--- src/rtl/ifid_fetch_stage.sv ---
// Instruction fetch with PC, imem req/ack handshake and an IF/ID register.
// A one-entry skid buffer absorbs the word that arrives while decode stalls.
module ifid_fetch_stage #(
    parameter logic [31:0] RESET_PC = 32'h0000_3000,
    parameter logic [31:0] PC_STEP  = 32'd4
) (
    input  logic        clk,
    input  logic        rst,
    output logic        imem_req,
    output logic [31:0] imem_addr,
    input  logic        imem_ack,
    input  logic [31:0] imem_rdata,
    input  logic        redir_valid,
    input  logic [31:0] redir_pc,
    input  logic        id_ready,
    output logic        id_valid,
    output logic [31:0] id_pc,
    output logic [31:0] Instr,
    output logic [15:0] Imm16,
    output logic [7:0]  Imm8,
    output logic        EXTOp
);

    typedef enum logic [1:0] {IDLE, REQ, HOLD} state_t;

    typedef struct packed {
        logic [31:0] pc;
        logic [31:0] instr;
    } entry_t;

    state_t      state, state_n;
    logic [31:0] pc, pc_n;
    logic        id_valid_n;
    entry_t      id_q, id_n;
    entry_t      hold, hold_n;
    logic        slot_free;
    logic [31:0] redir_tgt;

    assign slot_free = !id_valid || id_ready;
    assign redir_tgt = redir_pc & ~32'h3;

    always_comb begin
        state_n    = state;
        pc_n       = pc;
        id_valid_n = id_valid;
        id_n       = id_q;
        hold_n     = hold;
        if (state != IDLE && redir_valid) begin
            // Redirect wins over ack and consume alike.
            pc_n       = redir_tgt;
            id_valid_n = 1'b0;
            state_n    = REQ;
        end else begin
            unique case (state)
                IDLE: begin
                    if (redir_valid) pc_n = redir_tgt;
                    state_n = REQ;
                end
                REQ: begin
                    if (imem_ack) begin
                        pc_n = pc + PC_STEP;
                        if (slot_free) begin
                            id_n       = '{pc: pc, instr: imem_rdata};
                            id_valid_n = 1'b1;
                        end else begin
                            hold_n  = '{pc: pc, instr: imem_rdata};
                            state_n = HOLD;
                        end
                    end else if (id_ready) begin
                        id_valid_n = 1'b0;
                    end
                end
                HOLD: begin
                    if (id_ready) begin
                        id_n    = hold;
                        state_n = REQ;
                    end
                end
                default: state_n = IDLE;
            endcase
        end
    end

    always_ff @(posedge clk or negedge rst) begin
        if (!rst) begin
            state    <= IDLE;
            pc       <= RESET_PC;
            id_valid <= 1'b0;
            id_q     <= '0;
            hold     <= '0;
        end else begin
            state    <= state_n;
            pc       <= pc_n;
            id_valid <= id_valid_n;
            id_q     <= id_n;
            hold     <= hold_n;
        end
    end

    assign imem_req  = (state == REQ);
    assign imem_addr = pc;
    assign id_pc     = id_q.pc;
    assign Instr     = id_q.instr;
    assign Imm16     = Instr[15:0];
    assign Imm8      = Instr[7:0];

    // Logical immediates zero-extend; everything else sign-extends.
    always_comb begin
        EXTOp = 1'b1;
        unique case (Instr[31:26])
            6'h0C, 6'h0D, 6'h0E, 6'h0F: EXTOp = 1'b0;
            default:                    EXTOp = 1'b1;
        endcase
    end

endmodule

--- config.mk ---
export PLATFORM = sky130hd
export DESIGN_NAME = ifid_fetch_stage
export DESIGN_NICKNAME = d
export VERILOG_FILES = /design/src/rtl/ifid_fetch_stage.sv
export SDC_FILE = /design/constraint.sdc
export NUM_CORES = 1
export LEC_CHECK = 0
export CAP_MARGIN = 15
export CORE_MARGIN = 1.5
export CORE_UTILIZATION = 55
export CTS_BUF_LIST = sky130_fd_sc_hd__clkbuf_8
export CTS_CLUSTER_SIZE = 24
export DETAILED_ROUTE_END_ITERATION = 10
export PLACE_DENSITY = 0.84
export SLEW_MARGIN = 20
export SYNTH_ARGS = -nofsm -noshare
export SYNTH_HDL_FRONTEND = slang
export SYNTH_SLANG_ARGS = --single-unit
export TNS_END_PERCENT = 50
--- constraint.sdc ---
create_clock -name clk -period 3.85 [get_ports clk]
set_input_delay 0.9625 -clock clk [delete_from_list [all_inputs] [get_ports clk]]
set_output_delay 0.9625 -clock clk [all_outputs]
set_load 0.005 [all_outputs]
# Word-level counts from Yosys, hierarchy flattened

Cells that the tools add are included.

Register bits after elaboration: 163
Input bits: 69
Output and inout bits: 123
Word-level logic and storage cells: 58

Add/sub/neg operators: 1
Equality and inequality tests: 14
Mux-type cells: 19
Bitwise logic cells: 2
Reduce and logical (&&, ||, !) cells: 15

Operator list:

| operator                                                                | number |
|---|---|
| 64-bit two-way mux                                                      | 3 |
| 64-bit case mux with 2 select lines                                     | 1 |
| 32-bit two-way mux                                                      | 3 |
| 32-bit case mux with 2 select lines                                     | 1 |
| 32-bit by 3-bit adder with 32-bit output, second input constant         | 1 |
| 6-bit by 4-bit == test with 1-bit output, second input constant         | 4 |
| 3-bit AND reduction                                                     | 3 |
| 2-bit two-way mux                                                       | 4 |
| 1-bit two-way mux                                                       | 6 |
| 3-bit by 1-bit inequality test with 1-bit output, second input constant | 2 |
| 3-bit inequality test, second input constant                            | 2 |
| 2-bit case mux with 3 select lines                                      | 1 |
| 2-bit nonzero test                                                      | 3 |
| 3-bit nonzero test                                                      | 2 |
| 5-bit AND reduction                                                     | 1 |
| 2-bit by 1-bit inequality test with 1-bit output, second input constant | 2 |
| 4-bit AND reduction                                                     | 1 |
| 4-bit OR reduction                                                      | 1 |
| 3-bit by 2-bit inequality test with 1-bit output, second input constant | 1 |
| 2-bit by 1-bit == test with 1-bit output, second input constant         | 1 |
| 2-bit == test, second input constant                                    | 1 |
| 2-bit logical NOT                                                       | 1 |
| 2-bit inequality test, second input constant                            | 1 |
| 1-bit NOT                                                               | 2 |
| other kinds (3)                                                         | 3 |

# Depth between registers and ports, before layout

Gate-level depths: netlist of run 1.

Word-level depth: 6
Gate-level depth with buffers: 10
Depth with buffers taken out: 7

# Worst setup path before layout of run 1

Ideal clock, no wire load.

Path type: input -> register
Start point: in redir_valid
End point: reg hold[13] in the netlist's numbering
Setup time: 125 ps
Arrival time: 2429 ps
Data required time: 3725 ps
Path slack: 1296 ps
Cell stages on the path: 7
Cell sequence: or2b_2 and2_1 clkbuf_1 nand3_1 buf_2 buf_2 mux2_2

Longest elaborated chain between the ends: 3

Ends and longest elaborated chain:

| element                              | RTL line | text |
|---|---|---|
| from (decl)                          | 13       | `input logic redir_valid,` |
| 1-bit logical AND                    | 48       | `if (state != IDLE && redir_valid) begin` |
| 1-bit NOT (no source line)           | --       |  |
| 4-bit AND reduction (no source line) | --       |  |
| to (signal assigned)                 | 96       | `hold <= hold_n;` |
| to (decl)                            | 35       | `entry_t hold, hold_n;` |

Every way passes these cells.
A chain may end at the register's enable or synchronous reset.

# Worst setup path after layout of run 1

Start point: reg state[1]
End point: out imem_req

Longest elaborated chain between the ends: 1

Ends and longest elaborated chain:

| element                                  | RTL line | text |
|---|---|---|
| from (decl)                              | 31       | `state_t state, state_n;` |
| from (signal assigned)                   | 92       | `state <= state_n;` |
| 2-bit by 1-bit == test with 1-bit output | 100      | `assign imem_req = (state == REQ);` |
| to (decl)                                | 9        | `output logic imem_req,` |

Every way passes these cells.

==> results of run 1 <==
-- logic make-up after synthesis --
| logic type | Yosys count |
|---|---|
| AND/OR/NAND/NOR | 183 |
| adder cells (fa/ha/maj) | 5 |
| other | 1 |
| multiplexers | 124 |
| buffers and inverters | 79 |
| AO/OA/AOI/OAI | 158 |
| flip-flops | 157 |
-- worst max-delay path, cell delays in order, from the launching register on --
cell	delay [ns]
dfrtp_1	0.47
inv_1	0.12
ha_1	0.37
clkdlybuf4s50_1	0.58
-- routing by layer --
metal / part of all wire (%) / routed length (microns)
met2: 49 / 9160
met3: 7.8 / 1440
met1: 41 / 7700
met4: 1.5 / 283
met5: 0 / 0
-- metrics by stage --
stage / instances / setup slack (ns) / area [sq um] / power, uW / hold slack [ns]
6_report: 1043 / 0.900 / 9800 / 8690 / 0.491
5_1_grt: 1043 / 0.811 / 9800 / 9300 / 0.528
4_1_cts: 1043 / 0.887 / 9800 / 8720 / 0.494
3_5_place_dp: 1011 / 0.638 / 9360 / 7360 / 0.474
3_3_place_gp: 1011 / 0.686 / 9360 / 7100 / 0.464
2_1_floorplan: 710 / 1.30 / 7570 / 5560 / 0.450
-- cell type report --
cell class	instances	area share, %
Clock buffer	20	2.81
Inverter	6	0.230
Sequential cell	157	40.1
Timing Repair Buffer	198	20.0
Clock inverter	12	1.65
Tap cell	176	2.25
Multi-Input combinational cell	474	32.9
-- sequential cells by signal (all words and copies together), names as in the netlist --
signal / count
Instr: 32
hold: 62
id_pc: 30
id_valid: 1
imem_addr: 30
state: 2
-- layout by cell type (no fill, tap or decap), drive strengths merged, types with 2 or more instances in the layout --
| cell type | instances |
|---|---|
| buf | 14 |
| and2 | 5 |
| o211ai | 2 |
| clkinv | 5 |
| ha | 5 |
| clkbuf | 20 |
| a21oi | 99 |
| nand2b | 3 |
| nand4 | 13 |
| conb | 4 |
| dfrtp | 155 |
| nand3 | 20 |
| a2bb2oi | 8 |
| clkdlybuf4s50 | 184 |
| dfstp | 2 |
| nor2 | 79 |
| o21ai | 19 |
| or4 | 2 |
| nor4 | 5 |
| inv | 9 |
| bufinv | 3 |
| a41o | 2 |
| a31oi | 2 |
| o22ai | 12 |
| nand2 | 36 |
| mux2i | 65 |
| nor3 | 6 |
| nor2b | 4 |
| o22a | 5 |
| mux2 | 59 |
| and3 | 6 |
-- final timing paths --
path	cells past startpoint	endpoint	start	slack (ns)
max	3	imem_req	state[1]$_DFFE_PN0P_	0.90
min	2	hold[36]$_DFFE_PN0P_	hold[36]$_DFFE_PN0P_	0.49
max reg2reg	7	hold[44]$_DFFE_PN0P_	state[1]$_DFFE_PN0P_	1.28
min reg2reg	2	hold[36]$_DFFE_PN0P_	hold[36]$_DFFE_PN0P_	0.49
max in group asynchronous	2	Instr[4]$_DFFE_PN0P_	rst	2.38
min in group asynchronous	1	Instr[28]$_DFFE_PN0P_	rst	0.54
-- power groups by stage --
stage	sequential, uW	combinational, uW	clock [uW]
after floorplan	3090	2470	0
after global placement	3160	3940	0
after detailed placement	3250	4100	0
after CTS	3230	4140	1350
after global routing	3350	4520	1430
final	3240	4110	1340
==> summary.md, run 1 <==
| Metric | Value |
|---|---|
| Critical path type | flop to output pin |
| Fin Setup TNS | 0 ns |
| Synth top area cells | dfrtp_1 51%, mux2_2 8.8%, mux2i_1 8.6% |
| Combinational Power Share | 47.4% |
| Number of global-route vias before repair | 6047 |
| Antenna violations before repair | 0 |
| CTS Sinks | 157 |
| Total gr overflow | 0 |
| GRT Overall Usage | 26.6% |
| Final Net Count | 928 |
| WL final | 18600 microns |
| Postcts setup bufs | 0 |
| Static leakage | 0.00396 uW |
| PortBufs | 185 |
| Xor-xnor portion of the synthesized cell area | 0% |
| # IOs | 192 |
| Rows | 42 |
| Sequential share of the synthesized area | 52.0% |
| Reg area | 3930 sq um |
| Commonest cells post-synth | 155 x dfrtp_1, 99 x a21oi_1, 79 x nor2_1 |
| Global routing usage on met2 | 44.0% |
| Top-count cell post-synth | dfrtp_1 |
| Core area | 13300 sq um |
| Measured slew at the worst slew-check pin | 0.985 ns |
| Routability cong. | 0.872 |
| Hold_buf cts | 0 |
| RSZ-0062 raised after global routing | false |
| Post-route clock period utilization | 76.6% |
| Pwr Density | 886 nW/um^2 |
| DR pass1 iterations | 5 |
| DRC viols | 0 |
| H-Tree Depth | 4 |
| Number of routed nets with antenna violations | 0 |
| Compound-Gate Fraction of Synth Area | 12.0% |
| Final core occ | 73.4% |
| Busiest grt layer | met2 |
| Flops & latches, synth | 157 |
| Mean Syn Cell Area | 10.7 sq um |
| Crit-path max FO | 10 |
| WP data required | 2.89 ns |
| Synth Cell Area | 7560 sq um |
| Count of different cell masters after synthesis | 50 |
| Hold Fails Final Rpt | 0 |
| Iteration-0 DRC Markers | 391 |
| Ys async rst share | 100% |
| Net Switching | 3270 uW |
| Area of the multi-input gates | 3220 sq um |
| Clock tree buffer depth | 2 |
| Post_cts resized | 0 |
| CTS root buf | clkbuf_8 |
| Die Height | 120 microns |
| Vias | 5988 |
| Worst EP arrival | 1.99 ns |
| Vias/cell | 5.74 |
| Die W | 120 microns |
| Critical path capture point type | output pin |
| Largest family of logic cells by synthesized area | multiplexers |
| TritonCTS clock tree | yes |
| M3 GR Usage | 7.64% |
| Synth area leader | dfrtp_1 |
| Syn-to-layout area delta | 29.6% |
| Simple-gate share of the synthesized area | 11.6% |
| Largest net degree at the start of global routing | 90 |
| Post-Synth Adder-Cell Area | 0.828% |
| Max-slew headroom | 33.8% |
| Fmax | 0.339 GHz |
| Starting density of the core | 56.6% |
| Worst VDD drop | 0.000508 V |
| Total internal power | 5410 uW |
| Status | finished, final reports clean |
| Seq pwr share | 37.3% |
| Startpoint types | flop |
| Synth top area share | 51.3% |
| Global-route wire length before repair | 30300 microns |
| Ys Warns | 0 |
| Setup violators final | 0 |
| Ant. Diodes | 0 |
| Fin crit period | 2.95 ns |
| Synth Instances | 707 |
| Switching Fraction | 37.7% |
| Fillers | 941 |
| GR met1 Demand/Resource | 33.9% |
| Top FF cell, synth | dfrtp_1 |
| Clock network power share | 15.4% |
| Hold Crit Class | flop to flop |
| Mux contribution to synthesized area | 17.4% |
| Layout cell share with drive strength beyond 1 | 14.0% |
| DIE AREA | 14500 sq um |
| Pins Over Slew Limit | 0 |
| Detailed Place HPWL | 12500 microns |
| Clock transition at the registers of the reported paths | 0.09 ns |
| TritonCTS buffer count | 17 |
| Number of synthesized flops with an enable pin | 0 |
| Max-Cap Viols | 0 |
| Detailed-route wire length per cell | 17.8 microns |
| Skew final | 0.00719 ns |
| Skew-Pair Late Insertion Delay | 0.45 ns |
Note: power is estimated with default switching activity, not from simulation.
==> run 2, diff against run 1 <==
--- a/config.mk
+++ b/config.mk
@@ -7,11 +7,11 @@
 export LEC_CHECK = 0
 export CAP_MARGIN = 15
 export CORE_MARGIN = 1.5
-export CORE_UTILIZATION = 55
+export CORE_UTILIZATION = 51
 export CTS_BUF_LIST = sky130_fd_sc_hd__clkbuf_8
 export CTS_CLUSTER_SIZE = 24
 export DETAILED_ROUTE_END_ITERATION = 10
-export PLACE_DENSITY = 0.84
+export PLACE_DENSITY = 0.79
 export SLEW_MARGIN = 20
 export SYNTH_ARGS = -nofsm -noshare
 export SYNTH_HDL_FRONTEND = slang
==> constraint.sdc (replaced) <==
create_clock -name clk -period 3.1 [get_ports clk]
set_input_delay 0.775 -clock clk [delete_from_list [all_inputs] [get_ports clk]]
set_output_delay 0.775 -clock clk [all_outputs]
set_load 0.005 [all_outputs]
==> run 2 against run 1 <==
  * Sequential power is 23% higher
  * Combinational power is 26% higher
  * Global-route usage is 2.6 points lower
  * Critical path depth stayed put
  * Clock power is 9% higher
  * Via count is 1.2% lower
  * Utilization is 5.4 points lower
  * Non-clock buffer count is 2 higher
  * Count of clock-buffer cells in the layout is 1 higher
  * Power is 22% higher
  * Worst setup slack worse by 0.56 ns
  * Cell area is 0.47% higher
  * Largest power group unchanged
==> summary.md, run 2 (synthesized netlist as in run 1, its figures left out) <==
| Metric | Value |
|---|---|
| WL final | 18400 microns |
| Post-route clock period utilization | 89.1% |
| Worst slack, placed | 0.250 ns |
| Net Switching | 3980 uW |
| Ant. Diodes | 0 |
| Static leakage | 0.00397 uW |
| Fin crit period | 2.76 ns |
| CTS root buf | clkbuf_8 |
| Crit-path max FO | 10 |
| Layout cell share with drive strength beyond 1 | 14.0% |
| Worst R2R Start | state[0]$_DFFE_PN0P_ |
| Number of routed nets with antenna violations | 0 |
| Vias | 5918 |
| Hold Crit Class | input port to asynchronous set/reset pin |
| PortBufs | 185 |
| Critical path capture point type | output pin |
| Detailed-route wire length per cell | 17.5 microns |
| Iteration-0 DRC Markers | 401 |
| DRC viols | 0 |
| Number of global-route vias before repair | 5777 |
| H-Tree Depth | 4 |
| TritonCTS clock tree | yes |
| Worst EP arrival | 1.99 ns |
| Die W | 125 microns |
| Combinational Power Share | 48.6% |
| Hold Fails Final Rpt | 0 |
| Worst VDD drop | 0.000637 V |
| Worst reg2reg path depth | 8 |
| Detailed Place HPWL | 12600 microns |
| Starting density of the core | 52.2% |
| Max-slew headroom | 38.8% |
| Syn-to-layout area delta | 30.2% |
| Total internal power | 6640 uW |
| Pins Over Slew Limit | 0 |
| Vias/cell | 5.62 |
| Final Net Count | 930 |
| Rows | 44 |
| Max-Cap Viols | 0 |
| CTS Sinks | 157 |
| Clock network power share | 13.7% |
| Routability cong. | 0.839 |
| Global-route wire length before repair | 29800 microns |
| Critical path type | flop to output pin |
| Skew-Pair Late Insertion Delay | 0.45 ns |
| DR pass1 iterations | 6 |
| Startpoint types | flop |
| Postcts setup bufs | 0 |
| Tot Pwr | 10600 uW |
| Skew final | 0.0104 ns |
| Largest net degree at the start of global routing | 89 |
| Top reg by flops | hold |
| Post_cts resized | 0 |
| DIE AREA | 15600 sq um |
| Status | finished, final reports clean |
| Setup violators final | 0 |
| TritonCTS buffer count | 17 |
| Seq pwr share | 37.7% |
| Clock transition at the registers of the reported paths | 0.08 ns |
| Core area | 14500 sq um |
| Hold_buf cts | 0 |
| Reg-to-Reg End | imem_addr[8]$_DFFE_PN0P_ |
| Total gr overflow | 0 |
| Fin Setup TNS | 0 ns |
| Die Height | 125 microns |
| R2r setup slk | 0.65 ns |
| GRT Overall Usage | 24.0% |
| Antenna violations before repair | 0 |
| Final setup margin | 0.339 ns |
| Measured slew at the worst slew-check pin | 0.910 ns |
| # IOs | 192 |
| Fmax | 0.362 GHz |
| RSZ-0062 raised after global routing | false |
| Most frequent cells in the layout | 184 x clkdlybuf4s50_1, 155 x dfrtp_1, 98 x a21oi_1 |
| Clock tree buffer depth | 2 |
| Max FFs per register | 62 |
| Pwr Density | 1080 nW/um^2 |
| WP data required | 2.32 ns |
| Switching Fraction | 37.5% |
| Commonest non-fill, non-tap cell in the layout | clkdlybuf4s50_1 |
-- run 2: cell count changes in the layout (fill, tap and decap cells not counted), sizes merged --
cell      delta
clkinvlp     +1
bufinv       -2
clkinv       +1
clkbuf       +1
buf          +2
inv          -1
-- run 2: worst max path at each step --
| stage | from | end | slack, ns | depth (start not counted) |
|---|---|---|---|---|
| floorplan | redir_valid | hold[13]$_DFFE_PN0P_ | 0.73 | 7 |
| global placement | redir_valid | imem_addr[29]$_DFFE_PN0P_ | 0.32 | 7 |
| detailed placement | redir_valid | imem_addr[29]$_DFFE_PN0P_ | 0.25 | 7 |
| CTS | state[1]$_DFFE_PN0P_ | imem_req | 0.31 | 3 |
| global route | state[1]$_DFFE_PN0P_ | imem_req | 0.22 | 3 |
| finish | state[1]$_DFFE_PN0P_ | imem_req | 0.34 | 3 |
-- run 2: final cells by class --
cell class / count / area, sq um
fillers: 1080 / 4630
flip-flops and latches: 157 / 3930
multi-input cells: 474 / 3220
repair buffers: 200 / 2050
clock buffers: 21 / 289
well taps: 184 / 230
clock inverters: 11 / 93.8
inverters: 6 / 22.5
-- run 2: routing by layer --
metal	GRT usage [%]	up-vias	routed length, microns	part of all wire [%]
met2	39.9	233	8860	48
met4	7.30	0	299	1.6
met3	6.62	26	1340	7.3
met1	30.8	2875	7890	43
li1	-	2784	-	-
met5	0	-	0	0
-- run 2: power by group through the flow --
stage               Sequential (uW)  Combinational [uW]  Clock [uW]
global route                   4160                5670        1560
floorplan                      3840                3070           0
CTS                            4000                5210        1490
finish                         4000                5170        1460
detailed placement             4040                5180           0
global placement               3940                5020           0
-- run 2: critical path, cell delays in order (launching register included) --
cell	delay, ns
dfrtp_1	0.46
inv_1	0.12
ha_1	0.37
clkdlybuf4s50_1	0.58
-- run 2: through the flow --
stage	util [%]	cells	instance area, sq um	hold slack, ns
5_1_grt	68.0	1053	9840	0.324
3_5_place_dp	65.3	1021	9460	0.478
6_report	68.0	1053	9840	0.300
2_1_floorplan	-	710	7570	0.450
4_1_cts	68.0	1053	9840	0.304
3_3_place_gp	65.3	1021	9460	0.465
